==> src/rtl/spi_controller_seq.sv <==
// SPI controller that sequences multi-byte transactions: SCLK idles low, data launches on
// the rising edge and is sampled on the falling edge, MSB first, with a one-entry TX buffer.
module spi_controller_seq #(
    parameter int CLKS_PER_HALF_BIT = 2,
    parameter int CS_SETUP_CYCLES   = 2,
    parameter int CS_HOLD_CYCLES    = 2,
    parameter int CS_IDLE_CYCLES    = 2,
    parameter int COUNT_W           = 8
) (
    input  logic               i_clk,
    input  logic               i_reset_n,
    input  logic               i_start,
    input  logic [COUNT_W-1:0] i_byte_count,
    input  logic [7:0]         i_tx_byte,
    input  logic               i_tx_dv,
    output logic               o_tx_ready,
    output logic               o_rx_dv,
    output logic [7:0]         o_rx_byte,
    output logic               o_busy,
    output logic               o_done,
    output logic               o_spi_clk,
    output logic               o_spi_copi,
    input  logic               i_spi_cipo,
    output logic               o_spi_cs_n
);

    localparam int CNT_W = 16;
    localparam logic [CNT_W-1:0] HALF_LAST  = CNT_W'(CLKS_PER_HALF_BIT - 1);
    localparam logic [CNT_W-1:0] SETUP_LAST = CNT_W'(CS_SETUP_CYCLES - 1);
    localparam logic [CNT_W-1:0] HOLD_LAST  = CNT_W'(CS_HOLD_CYCLES - 1);
    localparam logic [CNT_W-1:0] GAP_LAST   = CNT_W'(CS_IDLE_CYCLES - 1);

    typedef enum logic [2:0] {
        IDLE    = 3'd0,
        SETUP   = 3'd1,
        SHIFT   = 3'd2,
        WAIT_TX = 3'd3,
        HOLD    = 3'd4,
        GAP     = 3'd5
    } state_t;

    state_t             state;
    logic [CNT_W-1:0]   cnt;
    logic [2:0]         bit_cnt;
    logic [7:0]         tx_shift;
    logic [6:0]         rx_shift;
    logic [7:0]         buf_data;
    logic               buf_full;
    logic [COUNT_W-1:0] count_q;
    logic [COUNT_W-1:0] loaded;
    logic [COUNT_W-1:0] left;
    logic               tx_ready;
    logic               accept;
    logic [7:0]         next_byte;

    // Handshake: a byte moves on i_tx_dv && o_tx_ready; o_tx_ready means the buffer is empty
    // and the host still owes bytes for this transaction.
    assign tx_ready   = o_busy && !buf_full && (loaded < count_q);
    assign o_tx_ready = tx_ready;
    assign accept     = i_tx_dv && tx_ready;
    // A buffered byte always wins; otherwise the byte being accepted this cycle is used directly.
    assign next_byte  = buf_full ? buf_data : i_tx_byte;

    always_ff @(posedge i_clk or negedge i_reset_n) begin
        if (!i_reset_n) begin
            state      <= IDLE;
            cnt        <= '0;
            bit_cnt    <= '0;
            tx_shift   <= '0;
            rx_shift   <= '0;
            buf_data   <= '0;
            buf_full   <= 1'b0;
            count_q    <= '0;
            loaded     <= '0;
            left       <= '0;
            o_rx_dv    <= 1'b0;
            o_rx_byte  <= '0;
            o_busy     <= 1'b0;
            o_done     <= 1'b0;
            o_spi_clk  <= 1'b0;
            o_spi_copi <= 1'b0;
            o_spi_cs_n <= 1'b1;
        end else begin
            o_done  <= 1'b0;
            o_rx_dv <= 1'b0;
            if (accept) begin
                buf_data <= i_tx_byte;
                buf_full <= 1'b1;
                loaded   <= loaded + 1'b1;
            end
            case (state)
                IDLE: begin
                    if (i_start && (i_byte_count != '0)) begin
                        count_q    <= i_byte_count;
                        left       <= i_byte_count - COUNT_W'(1);
                        loaded     <= COUNT_W'(1);
                        tx_shift   <= i_tx_byte;
                        buf_full   <= 1'b0;
                        cnt        <= '0;
                        o_spi_cs_n <= 1'b0;
                        o_busy     <= 1'b1;
                        state      <= SETUP;
                    end
                end
                SETUP: begin
                    if (cnt == SETUP_LAST) begin
                        cnt        <= '0;
                        bit_cnt    <= '0;
                        o_spi_clk  <= 1'b1;
                        o_spi_copi <= tx_shift[7];
                        tx_shift   <= {tx_shift[6:0], 1'b0};
                        state      <= SHIFT;
                    end else begin
                        cnt <= cnt + 1'b1;
                    end
                end
                SHIFT: begin
                    if (cnt != HALF_LAST) begin
                        cnt <= cnt + 1'b1;
                    end else begin
                        cnt <= '0;
                        if (o_spi_clk) begin
                            o_spi_clk <= 1'b0;
                            rx_shift  <= {rx_shift[5:0], i_spi_cipo};
                            if (bit_cnt == 3'd7) begin
                                o_rx_dv   <= 1'b1;
                                o_rx_byte <= {rx_shift, i_spi_cipo};
                            end
                        end else if (bit_cnt != 3'd7) begin
                            bit_cnt    <= bit_cnt + 1'b1;
                            o_spi_clk  <= 1'b1;
                            o_spi_copi <= tx_shift[7];
                            tx_shift   <= {tx_shift[6:0], 1'b0};
                        end else if (left == '0) begin
                            state <= HOLD;
                        end else if (buf_full) begin
                            bit_cnt    <= '0;
                            o_spi_clk  <= 1'b1;
                            o_spi_copi <= next_byte[7];
                            tx_shift   <= {next_byte[6:0], 1'b0};
                            buf_full   <= 1'b0;
                            left       <= left - 1'b1;
                        end else begin
                            // A byte accepted right now lands in the buffer and starts next cycle.
                            state <= WAIT_TX;
                        end
                    end
                end
                WAIT_TX: begin
                    if (buf_full || accept) begin
                        cnt        <= '0;
                        bit_cnt    <= '0;
                        o_spi_clk  <= 1'b1;
                        o_spi_copi <= next_byte[7];
                        tx_shift   <= {next_byte[6:0], 1'b0};
                        buf_full   <= 1'b0;
                        left       <= left - 1'b1;
                        state      <= SHIFT;
                    end
                end
                HOLD: begin
                    if (cnt == HOLD_LAST) begin
                        cnt        <= '0;
                        o_spi_cs_n <= 1'b1;
                        o_spi_copi <= 1'b0;
                        o_done     <= 1'b1;
                        state      <= GAP;
                    end else begin
                        cnt <= cnt + 1'b1;
                    end
                end
                GAP: begin
                    if (cnt == GAP_LAST) begin
                        cnt    <= '0;
                        o_busy <= 1'b0;
                        state  <= IDLE;
                    end else begin
                        cnt <= cnt + 1'b1;
                    end
                end
                default: state <= IDLE;
            endcase
        end
    end

endmodule

==> config.mk <==
export PLATFORM = sky130hd
export DESIGN_NAME = spi_controller_seq
export DESIGN_NICKNAME = d
export VERILOG_FILES = /design/src/rtl/spi_controller_seq.sv
export SDC_FILE = /design/constraint.sdc
export NUM_CORES = 1
export LEC_CHECK = 0
export CORE_ASPECT_RATIO = 1.2
export CORE_UTILIZATION = 47
export CTS_BUF_LIST = sky130_fd_sc_hd__clkbuf_4
export CTS_CLUSTER_SIZE = 24
export DETAILED_ROUTE_END_ITERATION = 8
export GPL_ROUTABILITY_DRIVEN = 1
export PLACE_DENSITY = 0.69
export SLEW_MARGIN = 10
export SYNTH_ARGS = -nofsm -noshare
export SYNTH_HDL_FRONTEND = slang
export SYNTH_SLANG_ARGS = --single-unit
==> constraint.sdc <==
create_clock -name i_clk -period 2.33 [get_ports i_clk]
set_input_delay 0.233 -clock i_clk [delete_from_list [all_inputs] [get_ports i_clk]]
set_output_delay 0.233 -clock i_clk [all_outputs]
set_load 0.02 [all_outputs]
=== After elaboration in Yosys (flattened, before gate mapping) ===
Index checks and enable logic that the tools add are counted.

* Register bits after elaboration: 84
* Input bits: 21
* Output and inout bits: 15
* Word-level logic and storage cells: 155

* Add/subtract/negate cells: 5
* Order comparisons: 1
* Eq/ne operators: 22
* Multiplexer cells: 80
* Bitwise operators: 1
* Reduce and logical (&&, ||, !) cells: 29

{| class="wikitable"
|+ Operator list
! operator !! number
|-
| 8-bit 2-to-1 mux || 19
|-
| 16-bit 2-to-1 mux || 4
|-
| 16-bit one-hot mux with 4 select lines || 1
|-
| 3-bit 2-to-1 mux || 16
|-
| 8-bit one-hot mux with 4 select lines || 1
|-
| 1-bit 2-to-1 mux || 31
|-
| 8-bit one-hot mux with 3 select lines || 1
|-
| 8-bit AND reduction || 3
|-
| 2-bit inequality test, second input constant || 10
|-
| 3-bit one-hot mux with 6 select lines || 1
|-
| 16-bit by 1-bit adder with 16-bit output, second input constant || 1
|-
| 16-bit by 1-bit equality test with 1-bit output, second input constant || 1
|-
| 16-bit by 1-bit inequality test with 1-bit output, second input constant || 1
|-
| 8-bit by 1-bit subtractor with 8-bit output, second input constant || 2
|-
| 3-bit inequality test, second input constant || 4
|-
| 3-bit AND reduction || 4
|-
| 4-bit nonzero test || 3
|-
| 3-bit equality test, second input constant || 3
|-
| 3-bit one-hot mux with 3 select lines || 1
|-
| 9-bit AND reduction || 1
|-
| 8-bit by 1-bit adder with 8-bit output, second input constant || 1
|-
| 8-bit logical NOT || 1
|-
| 8-bit less-than comparator || 1
|-
| 4-bit AND reduction || 2
|-
| 17 further kinds || 25
|}

=== Logic depth before layout (Yosys ltp) ===
* Depth in word-level cells: 11
* Mapped depth: 10
* Gate-level depth less buffers: 8

=== Worst setup path before layout ===
OpenSTA, ideal clock, no wires.

* Path kind: flip-flop to flip-flop
* From: reg loaded[6]
* To: reg tx_shift[1]
* Library setup time: 0.125 ns
* Arrival: 2.321 ns
* Required time: 2.205 ns
* Slack: -0.116 ns
* Cell stages (with the launch flop): 9
* Buffers on the path: 1
* Clock period less this slack: 2.446 ns
* Cells stage by stage: dfrtp_1 -> ha_1 -> and3_1 -> a221oi_2 -> o311a_1 -> buf_6 -> o21ai_4 -> nor3b_4 -> mux2_2

* Cells in the longest elaborated chain, start to end: 6

{| class="wikitable"
|+ RTL lines
! what !! RTL line !! source
|-
| from (decl) || 50 || <nowiki>logic [COUNT_W-1:0] loaded;</nowiki>
|-
| from (signal assigned) || 89 || <nowiki>loaded <= loaded + 1'b1;</nowiki>
|-
| 8-bit less-than comparator || 58 || <nowiki>assign tx_ready = o_busy && !buf_full && (loaded < count_q);</nowiki>
|-
| 1-bit logical AND || 58 ||
|-
| 1-bit logical AND || 60 || <nowiki>assign accept = i_tx_dv && tx_ready;</nowiki>
|-
| 1-bit logical OR || 150 || <nowiki>if (buf_full || accept) begin</nowiki>
|-
| 2-bit inequality test (no line) || -- ||
|-
| 8-bit AND reduction (no line) || -- ||
|-
| to (signal assigned) || 97 || <nowiki>tx_shift <= i_tx_byte;</nowiki>
|-
| to (signal assigned) || 140 || <nowiki>tx_shift <= {next_byte[6:0], 1'b0};</nowiki>
|-
| to (signal assigned) || 155 || <nowiki>tx_shift <= {next_byte[6:0], 1'b0};</nowiki>
|-
| to (decl) || 45 || <nowiki>logic [7:0] tx_shift;</nowiki>
|}

No other way between the ends.
A chain may end at the register's enable or synchronous reset.

=== Final worst setup path ===
* From: reg loaded[6]
* To: reg tx_shift[3]

Same word-level chain as after synthesis.

==> impl_metrics.csv <==
group,metric,value,unit
global_routing,grtUsageTotal,0.2300,
critical_path,cp_max_fo,7,
clock_network,clk_path_buf_depth,2,
finish,areaGrowthSynthToFinish,26.58,%
placed_design,gp_congestion,0.8596,
clock_network,numCtsBuffers,9,
routing,wirelength,11370,um
synth,ys_seq_area_frac,0.4597,
floorplanning,die_area,10140,um^2
routing,firstDrtPassIters,4,
timing,setup_viol,13,
timing,relSlewSlack,0.6198,
floorplanning,start_util,0.4833,
synth,synth_async_sr_flop_share,1.000,
clock_network,cts_tree,"yes",
global_routing,grt_max_degree,45,
routing,drc,0,
finish,multi_input_area,2462,um^2
routing,dr_total_vias,3919,
timing,fin_ws,-0.08980,ns
worst_hold_path,hold_path.class,"input pin to async pin",
status,violations,"setup timing",
global_routing,grt_overflow,0,
floorplanning,core_region_area,9467,um^2
critical_path,worst_ep_required_time,2.66,ns
clock_network,cts.sinks,84,
timing,period_share,1.039,
timing,max_freq,413.3,MHz
clock_network,cts_root_buffer,"clkbuf_4",
power_and_ir_drop,power_density,1200,nW/um^2
finish,layout-drive-gt1-share,0.2364,
critical_path,critPathCaptureType,"register",
timing,min_period,2.420,ns
clock_network,cts.htree.levels,3,
synth,syn_area_per_cell,9.533,um^2
timing,fin_skew,0.01185,ns
flow_run,cap_violations,0,
finish,final_common_cell,"dfrtp_1",
clock_network,clk_pin_slew_worst_paths,0.14,ns
synth,synth_flop_cell,"dfrtp_1",
floorplanning,fp.dieH,110.1,um
clock_network,clk_latency,0.43,ns
routing,drt_iter0_drc,352,
synth,syn_nets,514,
critical_path,start_kind,"register",
finish,fin_util,0.6118,
synth,ys_warn_count,0,
timing,hold_violations,0,
critical_path,critPathMaxStageDelay,0.45,ns
critical_path,worstPathArrival,2.75,ns
floorplanning,die-width,92.07,um
finish,diodes,0,
critical_path,worst-setup-path-type,"register to register",
critical_path,crit_family,"compound AO/OA/AOI/OAI gates",
synth,synth.distinct_cells,58,
timing,rsz0062_at_grt,"yes",
synth,synth_top_cell_area_share,0.4539,
power_and_ir_drop,p_leak,2.661,nW
timing,slew_violations,0,
synth,syn_inst,480,
finish,fillers,783,
global_routing,grt_antenna_before_repair,0,
synth,yosysTopAreaCell,"dfrtp_1",
synth,ys_seq_elements,84,
power_and_ir_drop,power,0.006951,W
routing,ant_nets,0,
power_and_ir_drop,peakVddDrop,0.5474,mV
global_routing,grt_pass1_wl,18280,um
synth,synth_enable_flop_cells,0,
finish,nNetsFinal,600,
routing,detail_route.wl_per_cell,16.38,um
timing,worst_pin_slew,0.5703,ns
floorplanning,core.rowCount,39,
floorplanning,ios,36,
finish,regArea,2103,um^2
critical_path,critPathBufInv,2,
routing,viasPerCell,5.647,
status,status,"finished with violations",
synth,synthTopCellsByArea,"dfrtp_1 45%, mux2_2 7.1%, nand2_1 5.3%",
critical_path,crit_chain,"ha_4 -> and3_4 -> buf_4 -> nand2_2 -> o311a_4 -> o21ai_4 -> nor3b_4 -> buf_12 -> mux2_4",
placed_design,dpl.hpwl,7749,um
global_routing,grt_pass1_vias,3898,
synth,syn_area,4576,um^2
finish,final_cell_mix,"83 x dfrtp_1, 64 x nand2_1, 57 x buf_4",
placed_design,io_buffers,35,
critical_path,cp_slowest_cell,"dfrtp_1",
-- kinds of logic after synthesis --
group,count (synthesis),synth area share
buf+inv,42,0.03746
compound gates,111,0.1665
flops,84,0.4597
mux,43,0.1020
simple gates,181,0.1873
xor+xnor,6,0.01148
fa+ha+maj,13,0.03555
-- cells in the mapped netlist (all sizes together), types with 8 or more instances --
| cell type | n |
|---|---|
| nand3 | 14 |
| o21ai | 41 |
| inv | 18 |
| nand2 | 65 |
| ha | 13 |
| clkbuf | 16 |
| mux2i | 14 |
| a21oi | 20 |
| nand4 | 9 |
| buf | 8 |
| nor2 | 49 |
| mux2 | 29 |
| dfrtp | 83 |
-- worst reg2reg max path, cell delays in order (launching register included) --
cell and delay [ns]:
dfrtp_1 0.45, ha_4 0.29, and3_4 0.20, buf_4 0.12
nand2_2 0.08, o311a_4 0.39, o21ai_4 0.26, nor3b_4 0.08
buf_12 0.16, mux2_4 0.29
-- final timing paths --
kind / from / endpoint / slack (ns) / depth (start not counted)
min reg2reg: buf_data[7]$_DFFE_PN0N_ / buf_data[7]$_DFFE_PN0N_ / 0.49 / 2
min in group i_clk: i_tx_byte[4] / buf_data[4]$_DFFE_PN0N_ / 0.37 / 3
max in group asynchronous: i_reset_n / tx_shift[3]$_DFFE_PN0P_ / 1.37 / 3
max: loaded[6]$_DFF_PN0_ / tx_shift[3]$_DFFE_PN0P_ / -0.09 / 9
max reg2reg: loaded[6]$_DFF_PN0_ / tx_shift[3]$_DFFE_PN0P_ / -0.09 / 9
min: i_reset_n / left[3]$_DFFE_PN0P_ / 0.31 / 2
-- stage by stage --
stage          TNS (ns)  worst slack [ns]  hold slack (ns)  instance area, um^2  instances
2_1_floorplan   -0.4396          -0.07326         -0.06259                 4578        480
3_3_place_gp   -0.01674         -0.003410           0.2698                 5438        670
3_5_place_dp     -1.322          -0.08794           0.2677                 5438        670
4_1_cts         -0.8186          -0.08167           0.3025                 5669        692
5_1_grt          -2.073           -0.1567           0.3357                 5792        694
6_report        -0.7699          -0.08980           0.3135                 5792        694
-- sequential cells by signal, summed over array words and instances (netlist names) --
name	cells
cnt	16
buf_data	8
count_q	8
left	8
loaded	8
o_rx_byte	8
tx_shift	8
rx_shift	7
bit_cnt	3
state	3
buf_full	1
o_busy	1
o_done	1
o_rx_dv	1
o_spi_clk	1
o_spi_copi	1
o_spi_cs_n	1
-- cell type report --
| cell class | instances | area share |
|---|---|---|
| clock buffer | 9 | 0.01167 |
| clock inverter | 7 | 0.008641 |
| inverter | 18 | 0.01167 |
| multi-input combinational | 354 | 0.4251 |
| sequential | 84 | 0.3631 |
| tap | 123 | 0.02657 |
| timing repair buffer | 99 | 0.1532 |
-- per-layer routing --
metal	up-vias	share of wire	track usage
met5	-	0	0
met4	0	0.024	0.08594
met3	26	0.044	0.04527
met2	103	0.51	0.4062
met1	1893	0.43	0.2795
li1	1897	-	-
-- what timing repair did --
item	CTS	global route
hold buffers	1	0
pin swaps	9	8
gates cloned	0	1
endpoints found under the hold margin	42	0
gates resized for setup	15	25
buffers inserted	5	1
endpoints found under the setup margin	28	43
-- power breakdown --
part | internal, W | total [W] | switching, W | leakage [nW]
sequential | 0.00190 | 0.00220 | 0.000300 | 1.08
combinational | 0.00195 | 0.00399 | 0.00204 | 1.51
clock | 0.000227 | 0.000763 | 0.000536 | 0.0661
(Power assumes the default switching activity.)
